$ cat config.mk
export PLATFORM = sky130hd
export DESIGN_NAME = instruction_fetch
export DESIGN_NICKNAME = d
export VERILOG_FILES = /design/src/rtl/cpu_pkg.sv /design/src/rtl/fetch_fifo.sv /design/src/rtl/instruction_fetch.sv
export SDC_FILE = /design/constraint.sdc
export NUM_CORES = 1
export LEC_CHECK = 0
export ABC_AREA = 1
export CORE_UTILIZATION = 58
export CTS_BUF_LIST = sky130_fd_sc_hd__clkbuf_2 sky130_fd_sc_hd__clkbuf_4 sky130_fd_sc_hd__clkbuf_8
export DETAILED_ROUTE_END_ITERATION = 16
export PLACE_DENSITY_LB_ADDON = 0.3
export SLEW_MARGIN = 10
export SYNTH_ARGS = -nofsm -noshare
export SYNTH_HDL_FRONTEND = slang
export SYNTH_HIERARCHICAL = 1
export SYNTH_SLANG_ARGS = --single-unit
$ cat constraint.sdc
create_clock -name clk -period 3.5 [get_ports clk]
set_input_delay 0.7 -clock clk [delete_from_list [all_inputs] [get_ports clk]]
set_output_delay 0.7 -clock clk [all_outputs]
set_load 0.01 [all_outputs]
$ cat src/rtl/cpu_pkg.sv
// cpu_pkg -- definitions shared by the fetch unit and the instruction decoder.
//   OPCODE_W         : width of one opcode byte, also used by the decoder
//   DEFAULT_RESET_PC : default first fetch address after reset
//   fetch_state_t    : fetch sequencer states
package cpu_pkg;

  localparam int OPCODE_W         = 8;
  localparam int DEFAULT_RESET_PC = 0;

  typedef enum logic [1:0] {
    IDLE    = 2'd0,
    FETCH   = 2'd1,
    WAIT    = 2'd2,
    DISCARD = 2'd3
  } fetch_state_t;

endpackage

$ cat src/rtl/fetch_fifo.sv
// fetch_fifo -- small synchronous prefetch FIFO holding {opcode, pc} entries.
// Ports:
//   clk, rst   : clock, asynchronous active-high reset (clears pointers/count)
//   push       : write push_data at the tail
//   push_data  : entry to write
//   pop        : drop the head entry (ignored while empty)
//   flush      : empty the FIFO; wins over push and pop
//   count      : number of valid entries, 0..DEPTH
//   head_data  : head entry (undefined while count is 0)
// DEPTH must be a power of two so the pointers wrap naturally.
module fetch_fifo #(
  parameter int WIDTH = 24,
  parameter int DEPTH = 4
) (
  input  logic                     clk,
  input  logic                     rst,
  input  logic                     push,
  input  logic [WIDTH-1:0]         push_data,
  input  logic                     pop,
  input  logic                     flush,
  output logic [$clog2(DEPTH):0]   count,
  output logic [WIDTH-1:0]         head_data
);

  localparam int PTR_W = $clog2(DEPTH);

  logic [PTR_W-1:0] wr_ptr_q, wr_ptr_d;
  logic [PTR_W-1:0] rd_ptr_q, rd_ptr_d;
  logic [PTR_W:0]   count_q, count_d;
  logic             pop_en;
  logic [WIDTH-1:0] mem_q [DEPTH];

  assign pop_en = pop && (count_q != '0);

  always_comb begin
    wr_ptr_d = wr_ptr_q;
    rd_ptr_d = rd_ptr_q;
    count_d  = count_q;
    if (flush) begin
      wr_ptr_d = '0;
      rd_ptr_d = '0;
      count_d  = '0;
    end else begin
      if (push)   wr_ptr_d = wr_ptr_q + 1'b1;
      if (pop_en) rd_ptr_d = rd_ptr_q + 1'b1;
      case ({push, pop_en})
        2'b10:   count_d = count_q + 1'b1;
        2'b01:   count_d = count_q - 1'b1;
        default: count_d = count_q;
      endcase
    end
  end

  always_ff @(posedge clk or posedge rst) begin
    if (rst) begin
      wr_ptr_q <= '0;
      rd_ptr_q <= '0;
      count_q  <= '0;
    end else begin
      wr_ptr_q <= wr_ptr_d;
      rd_ptr_q <= rd_ptr_d;
      count_q  <= count_d;
    end
  end

  // Storage needs no reset: entries are only visible once count says so.
  always_ff @(posedge clk) begin
    if (push && !flush) mem_q[wr_ptr_q] <= push_data;
  end

  assign count     = count_q;
  assign head_data = mem_q[rd_ptr_q];

endmodule

$ cat src/rtl/instruction_fetch.sv
// instruction_fetch -- program counter, single-outstanding instruction memory
// reads and a prefetch FIFO feeding the decoder over a valid/ready handshake.
// Ports:
//   clk, rst                   : clock, asynchronous active-high reset
//   imem_req/imem_addr         : read request and address (current pc)
//   imem_ready                 : memory accepts the request this cycle
//   imem_valid/imem_data       : returned opcode byte
//   op_valid/opcode/op_pc      : FIFO head towards the decoder
//   op_ready                   : decoder consumes the head this cycle
//   redirect/redirect_addr     : taken jump/branch; flush and refetch
//   perf_fetch_cnt/perf_flush_cnt (only with IFETCH_PERF_EN defined):
//                                saturating push and redirect counters
// Build option: define IFETCH_PERF_EN to add the performance counters.
module instruction_fetch
  import cpu_pkg::*;
#(
  parameter int              ADDR_W   = 16,
  parameter int              DEPTH    = 4,
  parameter logic [ADDR_W-1:0] RESET_PC = ADDR_W'(DEFAULT_RESET_PC)
) (
  input  logic                clk,
  input  logic                rst,
  output logic                imem_req,
  output logic [ADDR_W-1:0]   imem_addr,
  input  logic                imem_ready,
  input  logic                imem_valid,
  input  logic [OPCODE_W-1:0] imem_data,
  output logic                op_valid,
  output logic [OPCODE_W-1:0] opcode,
  output logic [ADDR_W-1:0]   op_pc,
  input  logic                op_ready,
  input  logic                redirect,
  input  logic [ADDR_W-1:0]   redirect_addr
`ifdef IFETCH_PERF_EN
  ,
  output logic [31:0]         perf_fetch_cnt,
  output logic [15:0]         perf_flush_cnt
`endif
);

  localparam int                CNT_W   = $clog2(DEPTH) + 1;
  localparam logic [CNT_W-1:0]  DEPTH_C = CNT_W'(DEPTH);

  fetch_state_t state_q, state_d;
  logic [ADDR_W-1:0]          pc_q, pc_d;
  logic [CNT_W-1:0]           count;
  logic [OPCODE_W+ADDR_W-1:0] head_data;
  logic                       issue;
  logic                       accept;
  logic                       push;
  logic                       pop;
  logic                       in_flight;

  // Issue only while a free slot remains for the response, so the FIFO
  // can never overflow even if the decoder stalls.
  assign issue     = (state_q == FETCH) && (count < DEPTH_C);
  assign accept    = issue && imem_ready;
  assign in_flight = (state_q == WAIT) || (state_q == DISCARD);

  // A redirect flushes the FIFO, so neither push nor pop may take effect.
  assign push = (state_q == WAIT) && imem_valid && !redirect;
  assign pop  = op_valid && op_ready && !redirect;

  assign imem_req  = issue;
  assign imem_addr = pc_q;
  assign op_valid  = (count != '0);
  assign opcode    = op_valid ? head_data[ADDR_W +: OPCODE_W] : '0;
  assign op_pc     = op_valid ? head_data[ADDR_W-1:0]         : '0;

  always_comb begin
    state_d = state_q;
    pc_d    = pc_q;
    if (accept) pc_d = pc_q + 1'b1;
    case (state_q)
      IDLE:          state_d = FETCH;
      FETCH:         if (accept) state_d = WAIT;
      WAIT, DISCARD: if (imem_valid) state_d = FETCH;
      default:       state_d = IDLE;
    endcase
    if (redirect) begin
      pc_d = redirect_addr;
      // Whatever is still in flight after this edge belongs to the old
      // stream and must be dropped; a response landing this very cycle
      // is already dropped by the flush, so there is nothing to wait for.
      if (accept || (in_flight && !imem_valid)) state_d = DISCARD;
      else                                      state_d = FETCH;
    end
  end

  always_ff @(posedge clk or posedge rst) begin
    if (rst) begin
      state_q <= IDLE;
      pc_q    <= RESET_PC;
    end else begin
      state_q <= state_d;
      pc_q    <= pc_d;
    end
  end

  // In WAIT the pc has already advanced past the requested address and
  // cannot change without leaving WAIT, so the request address is pc-1.
  fetch_fifo #(
    .WIDTH(OPCODE_W + ADDR_W),
    .DEPTH(DEPTH)
  ) u_fifo (
    .clk      (clk),
    .rst      (rst),
    .push     (push),
    .push_data({imem_data, pc_q - 1'b1}),
    .pop      (pop),
    .flush    (redirect),
    .count    (count),
    .head_data(head_data)
  );

`ifdef IFETCH_PERF_EN
  logic [31:0] perf_fetch_q, perf_fetch_d;
  logic [15:0] perf_flush_q, perf_flush_d;

  always_comb begin
    perf_fetch_d = perf_fetch_q;
    perf_flush_d = perf_flush_q;
    if (push && (perf_fetch_q != '1))     perf_fetch_d = perf_fetch_q + 1'b1;
    if (redirect && (perf_flush_q != '1)) perf_flush_d = perf_flush_q + 1'b1;
  end

  always_ff @(posedge clk or posedge rst) begin
    if (rst) begin
      perf_fetch_q <= '0;
      perf_flush_q <= '0;
    end else begin
      perf_fetch_q <= perf_fetch_d;
      perf_flush_q <= perf_flush_d;
    end
  end

  assign perf_fetch_cnt = perf_fetch_q;
  assign perf_flush_cnt = perf_flush_q;
`endif

endmodule

After elaboration in Yosys (flattened, before gate mapping)
Memory sizes are Yosys's and may differ from the RTL's.
Index checks and enable logic that the tools add are counted.
{"block": "totals", "regBits": 25, "mem_bits_rw": 96, "out_inout_bits": 42, "word_cells": 58, "memories": 1}
{"name": "u_fifo.mem_q", "words": 4, "word_bits": 24, "read_ports": 1, "rd_ports_with_merged_regs": 0, "wr": 1, "line": "fetch_fifo.sv:31", "source": "logic [WIDTH-1:0] mem_q [DEPTH];"}
{"block": "classes", "add_sub_neg": 6, "n_lt_le_gt_ge": 1, "eq_ne": 7, "n_mux": 17, "reduce_logical": 21}
{"cell": "16-bit two-way mux", "count": 3}
{"cell": "16-bit by 1-bit adder with 16-bit output, second input constant", "count": 1}
{"cell": "2-bit two-way mux", "count": 8}
{"cell": "16-bit by 1-bit subtractor with 16-bit output, second input constant", "count": 1}
{"cell": "1-bit logical AND", "count": 9}
{"cell": "8-bit two-way mux", "count": 1}
{"cell": "2-bit equality test, second input constant", "count": 3}
{"cell": "3-bit inequality test, second input constant", "count": 2}
{"cell": "2-bit one-hot mux with 3 select lines", "count": 1}
{"cell": "3-bit one-hot mux with 2 select lines", "count": 1}
{"cell": "2-bit nonzero test", "count": 3}
{"cell": "3-bit nonzero test", "count": 2}
{"cell": "2-bit by 1-bit adder with 2-bit output, second input constant", "count": 2}
{"cell": "2-bit by 1-bit equality test with 1-bit output, second input constant", "count": 2}
{"cell": "3-bit by 1-bit adder with 3-bit output, second input constant", "count": 1}
{"cell": "3-bit less-than comparator, second input constant", "count": 1}
{"cell": "3-bit two-way mux", "count": 1}
{"cell": "3-bit by 1-bit subtractor with 3-bit output, second input constant", "count": 1}
{"cell": "1-bit logical NOT", "count": 2}
{"cell": "2-bit logical NOT", "count": 1}
{"cell": "1-bit logical OR", "count": 2}
{"cell": "1-bit two-way mux", "count": 2}
{"cell": "2-bit AND reduction", "count": 1}
{"cell": "2-bit OR reduction", "count": 1}

Longest topological paths before layout
{"block": "logic_depth", "depth_word": 7, "mapped_depth": 14, "mapped_depth_nobuf": 12}

By module
The synthesis kept the hierarchy.
{"module": "fetch_fifo", "instances": 1, "cells_per_inst": 295, "area_per_inst_um2": 4032.6, "seq_area_each_um2": 3057.9}
{"module": "instruction_fetch", "instances": 1, "cells_per_inst": 309, "area_per_inst_um2": 1819.2, "seq_area_each_um2": 450.4}

Worst setup path before layout
OpenSTA, ideal clock, no wires.
{"block": "synth_path", "kind": "input to register", "start": "in redirect", "end": "mem u_fifo.mem_q[0][0], enable pin", "setup_ps": 405, "t_arrival_ps": 2807, "required_time_ps": 3095, "path_slack_ps": 288, "stages": 5, "path_buffers": 2, "cell_sequence": "buf_2 > clkbuf_1 > nor3_1 > nand2_1 > nor2_1"}
{"block": "synth_between", "elab_chain_len": 5}
{"item": "start, declared", "line": "instruction_fetch.sv:32", "source": "input logic redirect,"}
{"item": "1-bit logical NOT", "line": "instruction_fetch.sv:61", "source": "assign push = (state_q == WAIT) && imem_valid && !redirect;"}
{"item": "1-bit logical AND", "line": "instruction_fetch.sv:61"}
{"item": "named net push", "line": "instruction_fetch.sv:50", "source": "logic push;"}
{"item": "1-bit logical AND", "line": "fetch_fifo.sv:68", "source": "if (push && !flush) mem_q[wr_ptr_q] <= push_data;"}
{"item": "1-bit two-way mux", "line": "fetch_fifo.sv:68"}
{"item": "1-bit two-way mux (implied by the code)", "line": "fetch_fifo.sv:68"}
{"item": "end, declared", "line": "fetch_fifo.sv:31"}
The timed path passes the listed nets, and every way through them passes these cells.

Worst setup path after layout
{"block": "layout_path", "start": "reg u_fifo.rd_ptr_q[1]", "end": "out op_pc[3]"}
{"block": "layout_between", "elab_chain_len": 2}
{"item": "start, declared", "line": "fetch_fifo.sv:28", "source": "logic [PTR_W-1:0] rd_ptr_q, rd_ptr_d;"}
{"item": "start signal, assigned", "line": "fetch_fifo.sv:61", "source": "rd_ptr_q <= rd_ptr_d;"}
{"item": "memory read 4 x 24 bit"}
{"item": "named net head_data[3]", "line": "instruction_fetch.sv:47", "source": "logic [OPCODE_W+ADDR_W-1:0] head_data;"}
{"item": "16-bit two-way mux", "line": "instruction_fetch.sv:68", "source": "assign op_pc = op_valid ? head_data[ADDR_W-1:0] : '0;"}
{"item": "end, declared", "line": "instruction_fetch.sv:30", "source": "output logic [ADDR_W-1:0] op_pc,"}
The timed path passes the listed nets, and every way through them passes these cells.

==> flow_summary.ini <==
[detailed_routing]
antenna_left = 0
wire_per_inst_microns = 14.90
drt_iter0_drc = 226
drc_errors = 0
first_pass_iters = 4
viasPerCell = 5.393
routed_wl_microns = 12290
vias = 4449

[logic_synthesis]
synth-seq-area-share_pct = 59.95
syn_inst = 604
synth_top_area_share_pct = 49.26
synthTopCellsByCount = nor2_1 (117), nand2_1 (100), edfxtp_1 (96)
synth-async-reset-ratio_pct = 20.66
synthSimpleGateAreaFrac_pct = 20.31
synth_seq_cells = 121
synth_compound_area_share_pct = 8.745
postSynth.topFlopCell = edfxtp_1
synthMuxAreaShare_pct = 0
synthXorXnorAreaFrac_pct = 2.245
yosysMostFrequentCell = nor2_1
ys_warn_count = 6
synth-edff-count = 96
synthAdderAreaFrac_pct = 1.625
synth_top_area_cell = edfxtp_1
synth.net_count = 641
ys_types = 35
synth_area_leaders = edfxtp_1 (49%), dfrtp_1 (11%), nor2_1 (7.5%)
syn-cell-area_sq_um = 5852
synth_top_family_by_area = simple AND/OR/NAND/NOR gates
syn_avg_cell_area_sq_um = 9.689

[cells_and_area]
finish.utilization_pct = 72.68
multi_input_area_sq_um = 1943
ff_latch_area_sq_um = 3508
drive_gt1_share_pct = 10.55
diodes = 0
fillCellCount = 705
layout.nets = 716
area_growth_pct = 21.40

[run_status]
status = complete, no violations

[clock_network]
cts.root.buffer_cell = clkbuf_8
cts.repair.resized = 0
cts_tree = yes
htree_levels = 4
cts_max_path_buffers = 2
clock_latency_ps = 420
ctsHoldBuffers = 0
cts_buffers = 17
clock-sinks = 121
clk_pin_slew_ps = 70
post_cts_buffers = 0

[global_route]
grt_pass1_wl_microns = 19530
grt_use_total_pct = 25.03
grt_pass1_vias = 4221
antenna_found_initial = 0
grt_start_max_net_pins = 50
grt-ovfl-total = 0

[floorplan]
die_h_microns = 102.4
start_util_pct = 59.87
core-area_sq_um = 9774
num_rows = 36
fp.dieArea_sq_um = 10500
ios = 72
die_w_microns = 102.4

[setup_path]
cp-end-kind = output pin
worstPathCellList = inv_2 > o21ai_0 > o22ai_1 > inv_1 > nor2_1 > clkdlybuf4s50_1
critPathTopFamily = buffers and inverters
crit_path_end = op_pc[3]
reg2reg_slack_ps = 1440
r2r-end = u_fifo/count[2]
max_stage_delay_ps = 550
crit_path_start_kind = register
ff2ff_path_depth = 11
r2r_start = u_fifo/count[2]
crit_start = u_fifo/rd_ptr_q[1]
critical_path_required_ps = 2800
path_max_fanout = 25
crit_buf_inv = 3
slowest_stage = dfrtp_1
critical_path_class = register to output pin
crit_arrival_ps = 2480
crit_cells = 6

[timing]
worst_pin_slew_ps = 737.9
final.setup.tns_ps = 0
timing.final.max_slew_violations = 0
fin_skew_ps = 14.33
period_share_pct = 90.76
finalHoldViolCount = 0
timing.slew.headroom_pct = 50.75
setup_viol_count_final = 0
timing.fmax_ghz = 0.3148
period_minus_slack_ps = 3177
rsz0062_at_grt = no

[power]
internal_power_mw = 2.493
power.density_nw_per_um2 = 470.9
power.total_mw = 3.345
power_frac_seq_pct = 50.7
clockPowerShare_pct = 37.6
power_frac_comb_pct = 11.6
p_switching_mw = 0.8521
peakVddDrop_mv = 0.2503
p_leak_nw = 2.852
switching_share_pct = 25.47

[placement]
hpwlAfterDp_microns = 8039
globalplace.congestion = 0.9322
port_buffers = 71

[hold_path]
hold_path.class = register to register
hold_path.startpoint = u_fifo/wr_ptr_q[1]

[flow_run]
cap_violations = 0
## tightest hold or removal path: stages (launching register included)
cell	delay, ps
dfrtp_1	400
nand2_1	80
nand2_1	50
## cells by family (layout without fill, tap and decap cells)
kind of cell,after synthesis,in the layout
AND/OR/NAND/NOR,271,271
XOR/XNOR,15,15
adder cells (fa/ha/maj),7,7
flip-flops,121,121
buffers and inverters,98,186
AO/OA/AOI/OAI,92,92
## layout by cell type, fill, tap and decap left out, drive strengths merged, types with 4 or more instances in the layout
master           n
nor2           126
nand2          106
edfxtp          96
inv             74
clkdlybuf4s50   71
o21ai           59
nand3           26
o22ai           25
dfrtp           25
clkbuf          17
xor2            12
buf             11
clkinv           8
nand4            7
ha               6
o211ai           5
nor3             4
## state kept, by name, indices dropped and copies added, names as in the netlist
signal and flops:
u_fifo/rd_ptr_q 2, imem_addr 16, u_fifo/mem_q 96, state_q 2
u_fifo/count 3, u_fifo/wr_ptr_q 2
## how the worst min path moves through the flow
stage                              end  cells after the start
finish              u_fifo/wr_ptr_q[1]                      2
global route           u_fifo/count[1]                      2
detailed placement  u_fifo/wr_ptr_q[1]                      2
CTS                 u_fifo/wr_ptr_q[1]                      2
floorplan           u_fifo/wr_ptr_q[1]                      2
global placement    u_fifo/wr_ptr_q[1]                      2
## power groups by stage
stage	sequential (mW)	clock, mW	combinational, mW
floorplan	1.70	0	0.235
finish	1.70	1.26	0.388
global placement	1.72	0	0.370
CTS	1.70	1.28	0.390
global route	1.70	1.34	0.432
detailed placement	1.73	0	0.386
## cell type report
class | instances | area share [%]
well taps | 133 | 2.342
clock inverters | 15 | 2.483
clock buffers | 17 | 3.293
repair buffers | 82 | 11.34
flip-flops and latches | 121 | 49.38
multi-input cells | 385 | 27.35
inverters | 72 | 3.804
## per-layer routing
| metal | track usage (%) | share of wire (%) | up-vias | routed length, microns |
|---|---|---|---|---|
| met1 | 29.86 | 42 | 2133 | 5177 |
| met2 | 43.44 | 51 | 147 | 6318 |
| met3 | 5.677 | 4.8 | 15 | 594 |
| met5 | 0 | 0 | - | 0 |
| li1 | - | - | 2154 | - |
| met4 | 10.88 | 1.6 | 0 | 199 |
## per-stage QoR
step | std cells | setup WS, ps | hold WS, ps | area [sq um]
global route | 825 | 119.7 | 572.8 | 7104
CTS | 825 | 267.5 | 535.5 | 7104
finish | 825 | 323.4 | 552.9 | 7104
floorplan | 604 | 288.1 | 492.3 | 5852
global placement | 793 | 632.3 | 518.4 | 6694
detailed placement | 793 | 534.7 | 534.6 | 6694
Note: power is estimated with default switching activity, not from simulation.
